$ cat config.mk
export PLATFORM = sky130hd
export DESIGN_NAME = fetch_sequencer_flat
export DESIGN_NICKNAME = d
export VERILOG_FILES = /design/src/rtl/cpu_pkg.sv /design/src/rtl/fetch_sequencer_if.sv /design/src/rtl/instr_classify.sv /design/src/rtl/fetch_sequencer.sv /design/src/flat_wrapper.sv
export SDC_FILE = /design/constraint.sdc
export NUM_CORES = 1
export LEC_CHECK = 0
export ABC_AREA = 0
export CAP_MARGIN = 20
export CORE_MARGIN = 1
export CORE_UTILIZATION = 40
export CTS_BUF_LIST = sky130_fd_sc_hd__clkbuf_2
export DETAILED_ROUTE_END_ITERATION = 8
export PLACE_DENSITY = 0.87
export SLEW_MARGIN = 20
export SYNTH_ARGS = -nofsm -noshare
export SYNTH_HDL_FRONTEND = slang
export SYNTH_HIERARCHICAL = 1
export SYNTH_SLANG_ARGS = --single-unit
export TNS_END_PERCENT = 100
$ cat constraint.sdc
create_clock -name clk -period 2.05 [get_ports clk]
set_input_delay 0.205 -clock clk [delete_from_list [all_inputs] [get_ports clk]]
set_output_delay 0.205 -clock clk [all_outputs]
set_load 0.005 [all_outputs]
$ cat src/rtl/cpu_pkg.sv
// Shared fetch-path widths, opcode class constants and sequencer state encoding.
// TIMEOUT_CYCLES is only consumed when FETCH_TIMEOUT_EN is defined.
package cpu_pkg;

   localparam int unsigned ADDR_W         = 8;
   localparam int unsigned DATA_W         = 8;
   localparam int unsigned OFF_W          = 6;
   localparam int unsigned TIMEOUT_CYCLES = 15;

   localparam logic [1:0]        CLS_BR  = 2'b10;
   localparam logic [1:0]        CLS_BRC = 2'b11;
   localparam logic [DATA_W-1:0] HALT_OP = 8'h7F;

   typedef enum logic [2:0] {
      FETCH,
      DECODE,
      UPDATE,
      HALT,
      ERR
   } state_e;

endpackage

$ cat src/rtl/fetch_sequencer_if.sv
// Instruction memory request/response and downstream instruction handshake.
// master = fetch_sequencer side, slave = memory/consumer side.
interface fetch_sequencer_if;
   import cpu_pkg::*;

   logic [ADDR_W-1:0] mem_addr;
   logic              mem_req;
   logic              mem_ready;
   logic [DATA_W-1:0] mem_rdata;
   logic [DATA_W-1:0] instr_out;
   logic              instr_valid;
   logic              instr_ready;

   modport master (
      output mem_addr, mem_req, instr_out, instr_valid,
      input  mem_ready, mem_rdata, instr_ready
   );

   modport slave (
      input  mem_addr, mem_req, instr_out, instr_valid,
      output mem_ready, mem_rdata, instr_ready
   );

endinterface

$ cat src/rtl/instr_classify.sv
// Combinational branch/halt classification of a fetched instruction word.
module instr_classify
   import cpu_pkg::*;
(
   input  logic [DATA_W-1:0] instr,
   input  logic              cond_flag,
   output logic              is_halt,
   output logic              take_branch
);

   logic [1:0] cls;

   assign cls         = instr[DATA_W-1 -: 2];
   assign is_halt     = (instr == HALT_OP);
   assign take_branch = (cls == CLS_BR) || ((cls == CLS_BRC) && cond_flag);

endmodule

$ cat src/rtl/fetch_sequencer.sv
// Instruction-fetch controller: FETCH -> DECODE -> UPDATE, one PI or PL pulse per instruction.
// Optional fetch timeout with sticky ERR state when FETCH_TIMEOUT_EN is defined.
module fetch_sequencer
   import cpu_pkg::*;
(
   input  logic                 clk,
   input  logic                 rst_n,
   input  logic [ADDR_W-1:0]    pc_addr,
   input  logic                 cond_flag,
   fetch_sequencer_if.master    bus,
   output logic                 PI,
   output logic                 PL,
   output logic [OFF_W-1:0]     AD,
   output logic                 halted,
   output logic                 fetch_err
);

   state_e            state_q, state_d;
   logic [DATA_W-1:0] instr_q, instr_d;
   logic              mem_req_q, instr_valid_q, halted_q;
   logic              pi_q, pi_d, pl_q, pl_d;
   logic              is_halt, take_branch;

   instr_classify u_classify (
      .instr       (instr_q),
      .cond_flag   (cond_flag),
      .is_halt     (is_halt),
      .take_branch (take_branch)
   );

`ifdef FETCH_TIMEOUT_EN
   localparam int unsigned WaitW = $clog2(TIMEOUT_CYCLES + 1);

   logic [WaitW-1:0] wait_cnt_q, wait_cnt_d;
   logic             fetch_wait;
   logic             fetch_err_q;

   assign fetch_wait = (state_q == FETCH) && mem_req_q && !bus.mem_ready;

   // Held at zero outside FETCH so every FETCH entry starts a fresh count.
   always_comb begin
      wait_cnt_d = wait_cnt_q;
      if (state_q != FETCH) begin
         wait_cnt_d = '0;
      end else if (fetch_wait) begin
         wait_cnt_d = wait_cnt_q + WaitW'(1);
      end
   end

   always_ff @(posedge clk or negedge rst_n) begin
      if (!rst_n) begin
         wait_cnt_q  <= '0;
         fetch_err_q <= 1'b0;
      end else begin
         wait_cnt_q  <= wait_cnt_d;
         fetch_err_q <= (state_d == ERR);
      end
   end

   assign fetch_err = fetch_err_q;
`else
   assign fetch_err = 1'b0;
`endif

   always_comb begin
      state_d = state_q;
      instr_d = instr_q;
      pi_d    = 1'b0;
      pl_d    = 1'b0;
      case (state_q)
         FETCH: begin
            // mem_req is registered, so the first post-reset cycle issues no request.
            if (mem_req_q && bus.mem_ready) begin
               instr_d = bus.mem_rdata;
               state_d = DECODE;
            end
`ifdef FETCH_TIMEOUT_EN
            else if (fetch_wait && (wait_cnt_q == WaitW'(TIMEOUT_CYCLES - 1))) begin
               state_d = ERR;
            end
`endif
         end
         DECODE: begin
            if (bus.instr_ready) begin
               if (is_halt) begin
                  state_d = HALT;
               end else begin
                  state_d = UPDATE;
                  pi_d    = !take_branch;
                  pl_d    = take_branch;
               end
            end
         end
         UPDATE:  state_d = FETCH;
         HALT:    state_d = HALT;
         ERR:     state_d = ERR;
         default: state_d = FETCH;
      endcase
   end

   always_ff @(posedge clk or negedge rst_n) begin
      if (!rst_n) begin
         state_q       <= FETCH;
         instr_q       <= '0;
         mem_req_q     <= 1'b0;
         instr_valid_q <= 1'b0;
         pi_q          <= 1'b0;
         pl_q          <= 1'b0;
         halted_q      <= 1'b0;
      end else begin
         state_q       <= state_d;
         instr_q       <= instr_d;
         mem_req_q     <= (state_d == FETCH);
         instr_valid_q <= (state_d == DECODE);
         pi_q          <= pi_d;
         pl_q          <= pl_d;
         halted_q      <= (state_d == HALT);
      end
   end

   assign bus.mem_addr    = pc_addr;
   assign bus.mem_req     = mem_req_q;
   assign bus.instr_out   = instr_q;
   assign bus.instr_valid = instr_valid_q;
   assign PI              = pi_q;
   assign PL              = pl_q;
   assign AD              = instr_q[OFF_W-1:0];
   assign halted          = halted_q;

endmodule

$ cat src/flat_wrapper.sv
// flat-port wrapper written by rule: the top's interface ports become plain ports
module fetch_sequencer_flat import cpu_pkg::*;
  (clk, rst_n, pc_addr, cond_flag, PI, PL, AD, halted, fetch_err, bus_mem_addr, bus_mem_req, bus_instr_out, bus_instr_valid, bus_mem_ready, bus_mem_rdata, bus_instr_ready);
  fetch_sequencer_if bus_i ();
  input  logic clk;
  input  logic rst_n;
  input  logic [ADDR_W-1:0] pc_addr;
  input  logic cond_flag;
  output logic PI;
  output logic PL;
  output logic [OFF_W-1:0] AD;
  output logic halted;
  output logic fetch_err;
  output wire logic [$bits(bus_i.mem_addr)-1:0] bus_mem_addr;
  output wire logic [$bits(bus_i.mem_req)-1:0] bus_mem_req;
  output wire logic [$bits(bus_i.instr_out)-1:0] bus_instr_out;
  output wire logic [$bits(bus_i.instr_valid)-1:0] bus_instr_valid;
  input wire logic [$bits(bus_i.mem_ready)-1:0] bus_mem_ready;
  input wire logic [$bits(bus_i.mem_rdata)-1:0] bus_mem_rdata;
  input wire logic [$bits(bus_i.instr_ready)-1:0] bus_instr_ready;
  assign bus_mem_addr = bus_i.mem_addr;
  assign bus_mem_req = bus_i.mem_req;
  assign bus_instr_out = bus_i.instr_out;
  assign bus_instr_valid = bus_i.instr_valid;
  assign bus_i.mem_ready = bus_mem_ready;
  assign bus_i.mem_rdata = bus_mem_rdata;
  assign bus_i.instr_ready = bus_instr_ready;
  fetch_sequencer u_core (.clk(clk), .rst_n(rst_n), .pc_addr(pc_addr), .cond_flag(cond_flag), .bus(bus_i), .PI(PI), .PL(PL), .AD(AD), .halted(halted), .fetch_err(fetch_err));
endmodule
== Word level (Yosys, flattened, before mapping) ==
Index checks and enable logic that the tools add are counted.

* Muxes and demuxes: 10
* Equality and inequality tests: 8
* Reductions and logical operators: 7

{| class="wikitable"
|+ Operator list
! operator !! count
|-
| $pmux W3 S4 || 1
|-
| $eq A8 B7 Y1 const B || 1
|-
| $mux W1 || 7
|-
| $eq A3 B1 Y1 const B || 2
|-
| $eq A3 B2 Y1 const B || 2
|-
| $logic_not A3 Y1 || 2
|-
| $mux W3 || 2
|-
| $eq A2 B2 Y1 const B || 2
|-
| $eq A3 B3 Y1 const B || 1
|-
| $logic_and A1 B1 Y1 || 2
|-
| $reduce_and A2 Y1 || 1
|-
| $logic_not A1 Y1 || 1
|-
| $logic_or A1 B1 Y1 || 1
|}

* Register bits after elaboration: 16
* Output and inout port bits: 28
* Word-level logic and storage cells: 32
* Input bits: 21

== Longest topological paths before layout ==
Gate-level depths: netlist (run 1).

* Depth in word-level cells: 7
* Gate-level depth with buffers: 5
* Gate-level depth less buffers: 5

== Modules after synthesis ==
The synthesis (run 1) kept the hierarchy.

{| class="wikitable"
|+ Modules (own cells, without submodules)
! module !! sequential area each (um^2) !! area an instance (um^2) !! instances !! cells an instance
|-
| fetch_sequencer || 400.4 || 749.5 || 1 || 58
|-
| instr_classify || 0.0 || 30.0 || 1 || 5
|}

== Worst setup path before layout (run 1) ==
No wires, ideal clock.

* Path kind: reg-to-reg
* From: register u_core.state_q[0]
* To: register u_core.instr_q[0], in the netlist u_core/bus.instr_out[0]
* Path slack: 0.719 ns
* Arrival time: 1.206 ns
* Library setup time: 0.125 ns
* Required time: 1.925 ns
* Cell stages (with the launch flop): 4
* Buffers on the path: 0
* Clock period less this slack: 1.331 ns
* Cell sequence: dfrtp_1 -> nand3b_4 -> nor3_4 -> mux2_2

* Word-level cells in the longest chain between the ends: 2

{| class="wikitable"
|+ RTL lines
! what !! RTL line !! source
|-
| start, declared || fetch_sequencer.sv:18 || <nowiki>state_e state_q, state_d;</nowiki>
|-
| start signal, assigned || fetch_sequencer.sv:111 || <nowiki>state_q <= state_d;</nowiki>
|-
| $logic_not A3 Y1 || fetch_sequencer.sv:70 || <nowiki>case (state_q)</nowiki>
|-
| $reduce_and A2 Y1 (no source line) || -- ||
|-
| end signal, assigned || fetch_sequencer.sv:112 || <nowiki>instr_q <= instr_d;</nowiki>
|-
| end, declared || fetch_sequencer.sv:19 || <nowiki>logic [DATA_W-1:0] instr_q, instr_d;</nowiki>
|}

Every way passes these cells.
A chain may end at the register's enable or synchronous reset.

== Final worst setup path (run 1) ==
* From: register u_core.state_q[0]
* To: register u_core.instr_q[2], in the netlist u_core/bus.instr_out[2]

The elaborated chain is that of the path after synthesis.

==> summary.md, run 1 <==
| Metric | Value |
|---|---|
| Final instance area | `1022 um^2` |
| Final-report setup violation count | `0` |
| Die Ht | `46.15 um` |
| Reg2reg start | `u_core/state_q[0]` |
| Filler cell count | `157` |
| FMAX | `683.0 MHz` |
| Crit Path Category | `reg -> reg` |
| Pin count of the biggest net entering global routing | `17` |
| Avg Cell Area, Syn | `12.37 um^2` |
| Setup TNS | `0 ps` |
| Pre-CTS setup slack | `329.8 ps` |
| RSZ-0062 raised after global routing | `no` |
| Final min period | `1464 ps` |
| Starting Density | `0.4372` |
| Clk pin slew, worst setup/hold paths | `150 ps` |
| Number of diodes | `0` |
| CTS resizes | `0` |
| Slew Limit Fails | `0` |
| Lkg Pwr | `0.4368 nW` |
| Via/cell ratio | `4.850` |
| Sequential-to-total area share from yosys stat | `0.5136` |
| Post-synthesis cell area | `779.5 um^2` |
| # rows | `15` |
| Post-Place Cell Area | `1003 um^2` |
| R2r endpoint | `u_core/bus.instr_out[2]` |
| Post-CTS Setup Repair Bufs | `0` |
| Area growth from synthesis to layout | `31.14%` |
| Required @ worst endpoint | `2230 ps` |
| Io pins | `49` |
| Final WL | `1333 um` |
| Port bufs | `31` |
| Global-route usage over all layers | `0.1509` |
| Layout cell share with drive strength beyond 1 | `0.1585` |
| Avg WL per Cell | `12.46 um` |
| Syn nets | `84` |
| Yosys reg bits | `16` |
| Antenna violations before repair | `0` |
| Worst setup EP type | `register` |
| Syn Inst Count | `63` |
| Clock Tree Buf Depth | `2` |
| Routability Congestion | `0.7102` |
| Distinct cells, synth | `24` |
| Total core area | `1783 um^2` |
| Total die area | `2129 um^2` |
| Fin nets | `104` |
| Die Width | `46.15 um` |
| Most common cell after layout, fill and taps aside | `clkdlybuf4s50_1` |
| Worst ir drop on vdd | `0.4909 mV` |
| Worst slew margin | `0.5574` |
| Number of global-route vias before repair | `526` |
| Post-cts hold buffer count | `0` |
| Clk_lat worst skew | `280 ps` |
| Worst min-delay path class | `in -> async` |
| Iteration-0 DRC count of the detailed router | `12` |
| R2R setup slack | `590 ps` |
| Worst-case clock skew | `1.625 ps` |
| Grt ovf | `0` |
| Routed Antenna Nets | `0` |
| Critical path peak fanout | `9` |
| CTS Root Cell | `clkbuf_2` |
| H-tree depth | `1` |
| Yosys warns | `6` |
| TritonCTS clock tree | `yes` |
| TritonCTS Buffers | `3` |
| CP startpoint kind | `register` |
| Power per cell area | `1317 nW/um^2` |
| Vias | `519` |
| Worst slew pin tran | `661.8 ps` |
| Util after Layout | `0.5733` |
| Number of remaining DRC errors | `0` |
| Outcome | `finished clean` |
| Reg2Reg Depth | `3` |
| Final Cycle Share | `0.7142` |
| Commonest non-fill, non-tap cells in the layout | `clkdlybuf4s50_1, dfrtp_1, mux2_2` |
| Hold slack | `307.1 ps` |
| First-pass GRT wire length | `2208 um` |
| TritonRoute pass-1 iters | `4` |
| Clk sink count | `16` |
| Final hold violations | `0` |
| Fin worst setup slack | `585.9 ps` |
| Worst Path Arrival | `1650 ps` |
| Max Cap Violations | `0` |
==> cell families after synthesis <==
family / synth area share
AOI/OAI and AO/OA: 0.06743
buffers and inverters: 0.1557
DFF: 0.5136
muxes: 0.1156
other: 0.004811
and+or+nand+nor: 0.1429
==> state kept, by name, summed over array words and instances (netlist names) <==
register / flops
u_core/bus.instr_out: 8
u_core/halted: 1
u_core/PI: 1
u_core/state_q: 3
u_core/PL: 1
u_core/bus.instr_valid: 1
u_core/bus.mem_req: 1
==> cells in the mapped netlist <==
library cell,n,share of area
dfrtp_1,16,0.51
buf_4,15,0.14
mux2_2,8,0.12
nor2_1,4,0.019
a211oi_1,1,0.0096
a21boi_0,1,0.0096
a21o_1,1,0.0096
a21oi_1,1,0.0064
a2bb2oi_1,1,0.011
and2_1,1,0.0080
and4_1,1,0.011
buf_2,1,0.0064
conb_1,1,0.0048
inv_1,1,0.0048
nand3b_4,1,0.026
nand4_1,1,0.0080
nand4b_1,1,0.011
nor2b_1,1,0.0080
nor3_4,1,0.021
nor3b_1,1,0.0096
o21a_1,1,0.0096
o31a_1,1,0.011
or2b_1,1,0.0096
or3b_1,1,0.011
==> final cells by class <==
class,instances,area [um^2],share of cell area
Tap cell,25,31.28,0.03060
Sequential cell,16,400.4,0.3917
Inverter,1,3.754,0.003672
Clock buffer,3,15.01,0.01469
Timing Repair Buffer,31,310.3,0.3036
Multi-Input combinational cell,30,257.7,0.2521
Clock inverter,1,3.754,0.003672
==> stage by stage <==
step | instances | power (mW)
floorplan | 63 | 0.9034
global placement | 103 | 1.200
detailed placement | 103 | 1.223
CTS | 107 | 1.361
global route | 107 | 1.446
finish | 107 | 1.346
==> critical path, stage by stage (launching register included) <==
cell and delay (ps):
dfrtp_1 440, nand3b_4 190, nor3_4 350, mux2_2 390
==> where the power goes <==
part           internal [mW]  switching, mW
registers              0.442          0.121
clock network         0.0424         0.0948
logic                  0.457          0.189
total                  0.942          0.404
==> worst max path at each step <==
stage	from	endpoint	slack [ps]
6_report	u_core/state_q[0]	u_core/bus.instr_out[2]	590
5_1_grt	u_core/state_q[0]	u_core/bus.instr_out[3]	480
4_1_cts	u_core/state_q[0]	u_core/bus.instr_out[2]	570
3_5_place_dp	bus_mem_ready	u_core/bus.instr_out[2]	330
3_3_place_gp	bus_mem_ready	u_core/bus.instr_out[0]	370
2_1_floorplan	u_core/state_q[0]	u_core/bus.instr_out[0]	720
==> metal layers <==
metal / wire length [um] / part of all wire / up-vias / GRT usage
met4: 19 / 0.014 / 0 / 0.1118
met1: 559 / 0.42 / 244 / 0.1733
met5: 0 / 0 / - / 0
met2: 650 / 0.49 / 33 / 0.2535
li1: - / - / 240 / -
met3: 103 / 0.077 / 2 / 0.01961
No activity file was read; power rests on OpenSTA's default activity.
==> run 2, diff against run 1 <==
- CORE_UTILIZATION: 40 -> 37
- PLACE_DENSITY: 0.87 -> 0.81
- clock period: 2.05 -> 1.4 ns (I/O delays scaled with it)
==> run 2 against run 1 <==
  * Sequential power up 41%
  * Fmax up 4.7%
  * Clock power rose by 39%
  * Utilization increased by 1.5 points
  * Wire length rose by 17%
  * Worst hold slack got worse by 160 ps
  * Critical endpoint is now u_core/bus.instr_out[4]
==> summary.md, run 2 (synthesis gave the netlist of run 1 again) <==
| Metric | Value |
|---|---|
| TritonCTS clock tree | `yes` |
| Worst setup EP type | `register` |
| H-tree depth | `1` |
| Clk pin slew, worst setup/hold paths | `140 ps` |
| Post-cts hold buffer count | `0` |
| Cell count after placement | `111` |
| Fin nets | `115` |
| Vias | `576` |
| CP startpoint kind | `register` |
| Post-Layout Cell Count | `119` |
| Clk sink count | `16` |
| Combinational share of power | `0.537` |
| TritonRoute pass-1 iters | `4` |
| Critical path peak fanout | `5` |
| Psw | `634.7 uW` |
| Lkg Pwr | `0.6245 nW` |
| Iteration-0 DRC count of the detailed router | `7` |
| RSZ-0062 raised after global routing | `yes` |
| Worst ir drop on vdd | `0.9753 mV` |
| Routability Congestion | `0.7004` |
| Die Width | `47.90 um` |
| Die Ht | `47.90 um` |
| Power per cell area | `1838 nW/um^2` |
| Starting Density | `0.3973` |
| Most common cell after layout, fill and taps aside | `clkdlybuf4s50_1` |
| Grt ovf | `0` |
| Int Pwr | `1.487 mW` |
| Area growth from synthesis to layout | `48.15%` |
| Worst-case clock skew | `9.609 ps` |
| Total die area | `2294 um^2` |
| Io pins | `49` |
| Number of remaining DRC errors | `0` |
| First-pass GRT wire length | `2297 um` |
| Antenna violations before repair | `0` |
| Hold slack | `148.8 ps` |
| Crit Path Category | `reg -> reg` |
| Routed Antenna Nets | `0` |
| Final WL | `1558 um` |
| Number of diodes | `0` |
| Required @ worst endpoint | `1570 ps` |
| Worst min-delay path class | `in -> async` |
| Layout cell share with drive strength beyond 1 | `0.2826` |
| Via/cell ratio | `4.840` |
| Sw Share | `0.2991` |
| # rows | `16` |
| Commonest non-fill, non-tap cells in the layout | `clkdlybuf4s50_1, dfrtp_1, dlymetal6s2s_1` |
| Clock Tree Buf Depth | `2` |
| FMAX | `714.9 MHz` |
| Port bufs | `31` |
| Fin worst setup slack | `1.163 ps` |
| Clk_lat worst skew | `280 ps` |
| Slew Limit Fails | `0` |
| Final min period | `1399 ps` |
| Avg WL per Cell | `13.09 um` |
| Pin count of the biggest net entering global routing | `17` |
| Total power | `2.122 mW` |
| Worst Path Arrival | `1570 ps` |
| TritonCTS Buffers | `3` |
| Global-route usage over all layers | `0.1489` |
| Sequential share of power | `0.374` |
| Number of flip-flops in the largest register | `8` |
| CTS Root Cell | `clkbuf_2` |
| Max Cap Violations | `0` |
| Pre-CTS setup slack | `-140.4 ps` |
| Post-DP HPWL | `1166 um` |
| Final-report setup violation count | `0` |
| Number of global-route vias before repair | `542` |
| Total core area | `1962 um^2` |
| Final hold violations | `0` |
| Reg2Reg Depth | `4` |
| Outcome | `finished clean` |
| Clock network fraction of total power | `0.089` |
| Final Cycle Share | `0.9992` |
==> run 2: changes by cell type in the layout (fill, tap and decap cells not counted), moves of 2 or more <==
| cell | delta |
|---|---|
| clkdlybuf4s50_1 | -13 |
| dlymetal6s2s_1 | +13 |
| buf_4 | +10 |
| mux2_2 | -2 |
| mux2_4 | +2 |
==> run 2: layout make-up <==
type                    count  area (um^2)
fillers                   177        807.0
repair buffers             42        429.2
flip-flops and latches     16        400.4
multi-input cells          30        272.8
well taps                  27        33.78
clock buffers               3        15.01
inverters                   1        3.754
==> run 2: metal layers <==
layer	up-vias	routed length [um]	track usage
met1	277	577	0.1682
met2	35	815	0.2595
li1	258	-	-
met4	0	27	0.08889
met5	-	0	0
met3	6	138	0.02642
==> run 2: metrics by stage <==
| step | util | setup TNS (ps) | cell area [um^2] |
|---|---|---|---|
| 2_1_floorplan | - | 0 | 779.5 |
| 3_3_place_gp | 0.5357 | -721.1 | 1051 |
| 3_5_place_dp | 0.5357 | -1091 | 1051 |
| 4_1_cts | 0.5472 | 0 | 1074 |
| 5_1_grt | 0.5886 | -93.26 | 1155 |
| 6_report | 0.5886 | 0 | 1155 |
==> run 2: worst paths after layout <==
check | start | end | slack (ps)
max | u_core/state_q[0] | u_core/bus.instr_out[4] | 1
min | rst_n | u_core/state_q[2] | 150
max reg2reg | u_core/state_q[0] | u_core/bus.instr_out[4] | 1
min reg2reg | u_core/bus.instr_out[0] | u_core/bus.instr_out[0] | 570
max in group asynchronous | rst_n | u_core/bus.instr_out[0] | 1070
min in group clk | pc_addr[2] | bus_mem_addr[2] | 280
==> run 2: what timing repair did <==
item / in CTS / in global routing
gates resized for setup: 0 / 18
setup buffers: 1 / 4
pin swaps: 0 / 2
endpoints found under the setup margin: 1 / 24
==> run 2: power groups by stage <==
stage,clock network (mW),logic (mW),registers (mW)
floorplan,0,0.512,0.811
global placement,0,0.999,0.823
detailed placement,0,1.02,0.839
CTS,0.201,1.07,0.817
global route,0.218,1.23,0.819
finish,0.190,1.14,0.793
==> run 2: critical path: stages, from the launching register on <==
cell      delay [ps]
dfrtp_1          450
nand3b_4         190
nor3_4           150
buf_4            170
mux2_2           330
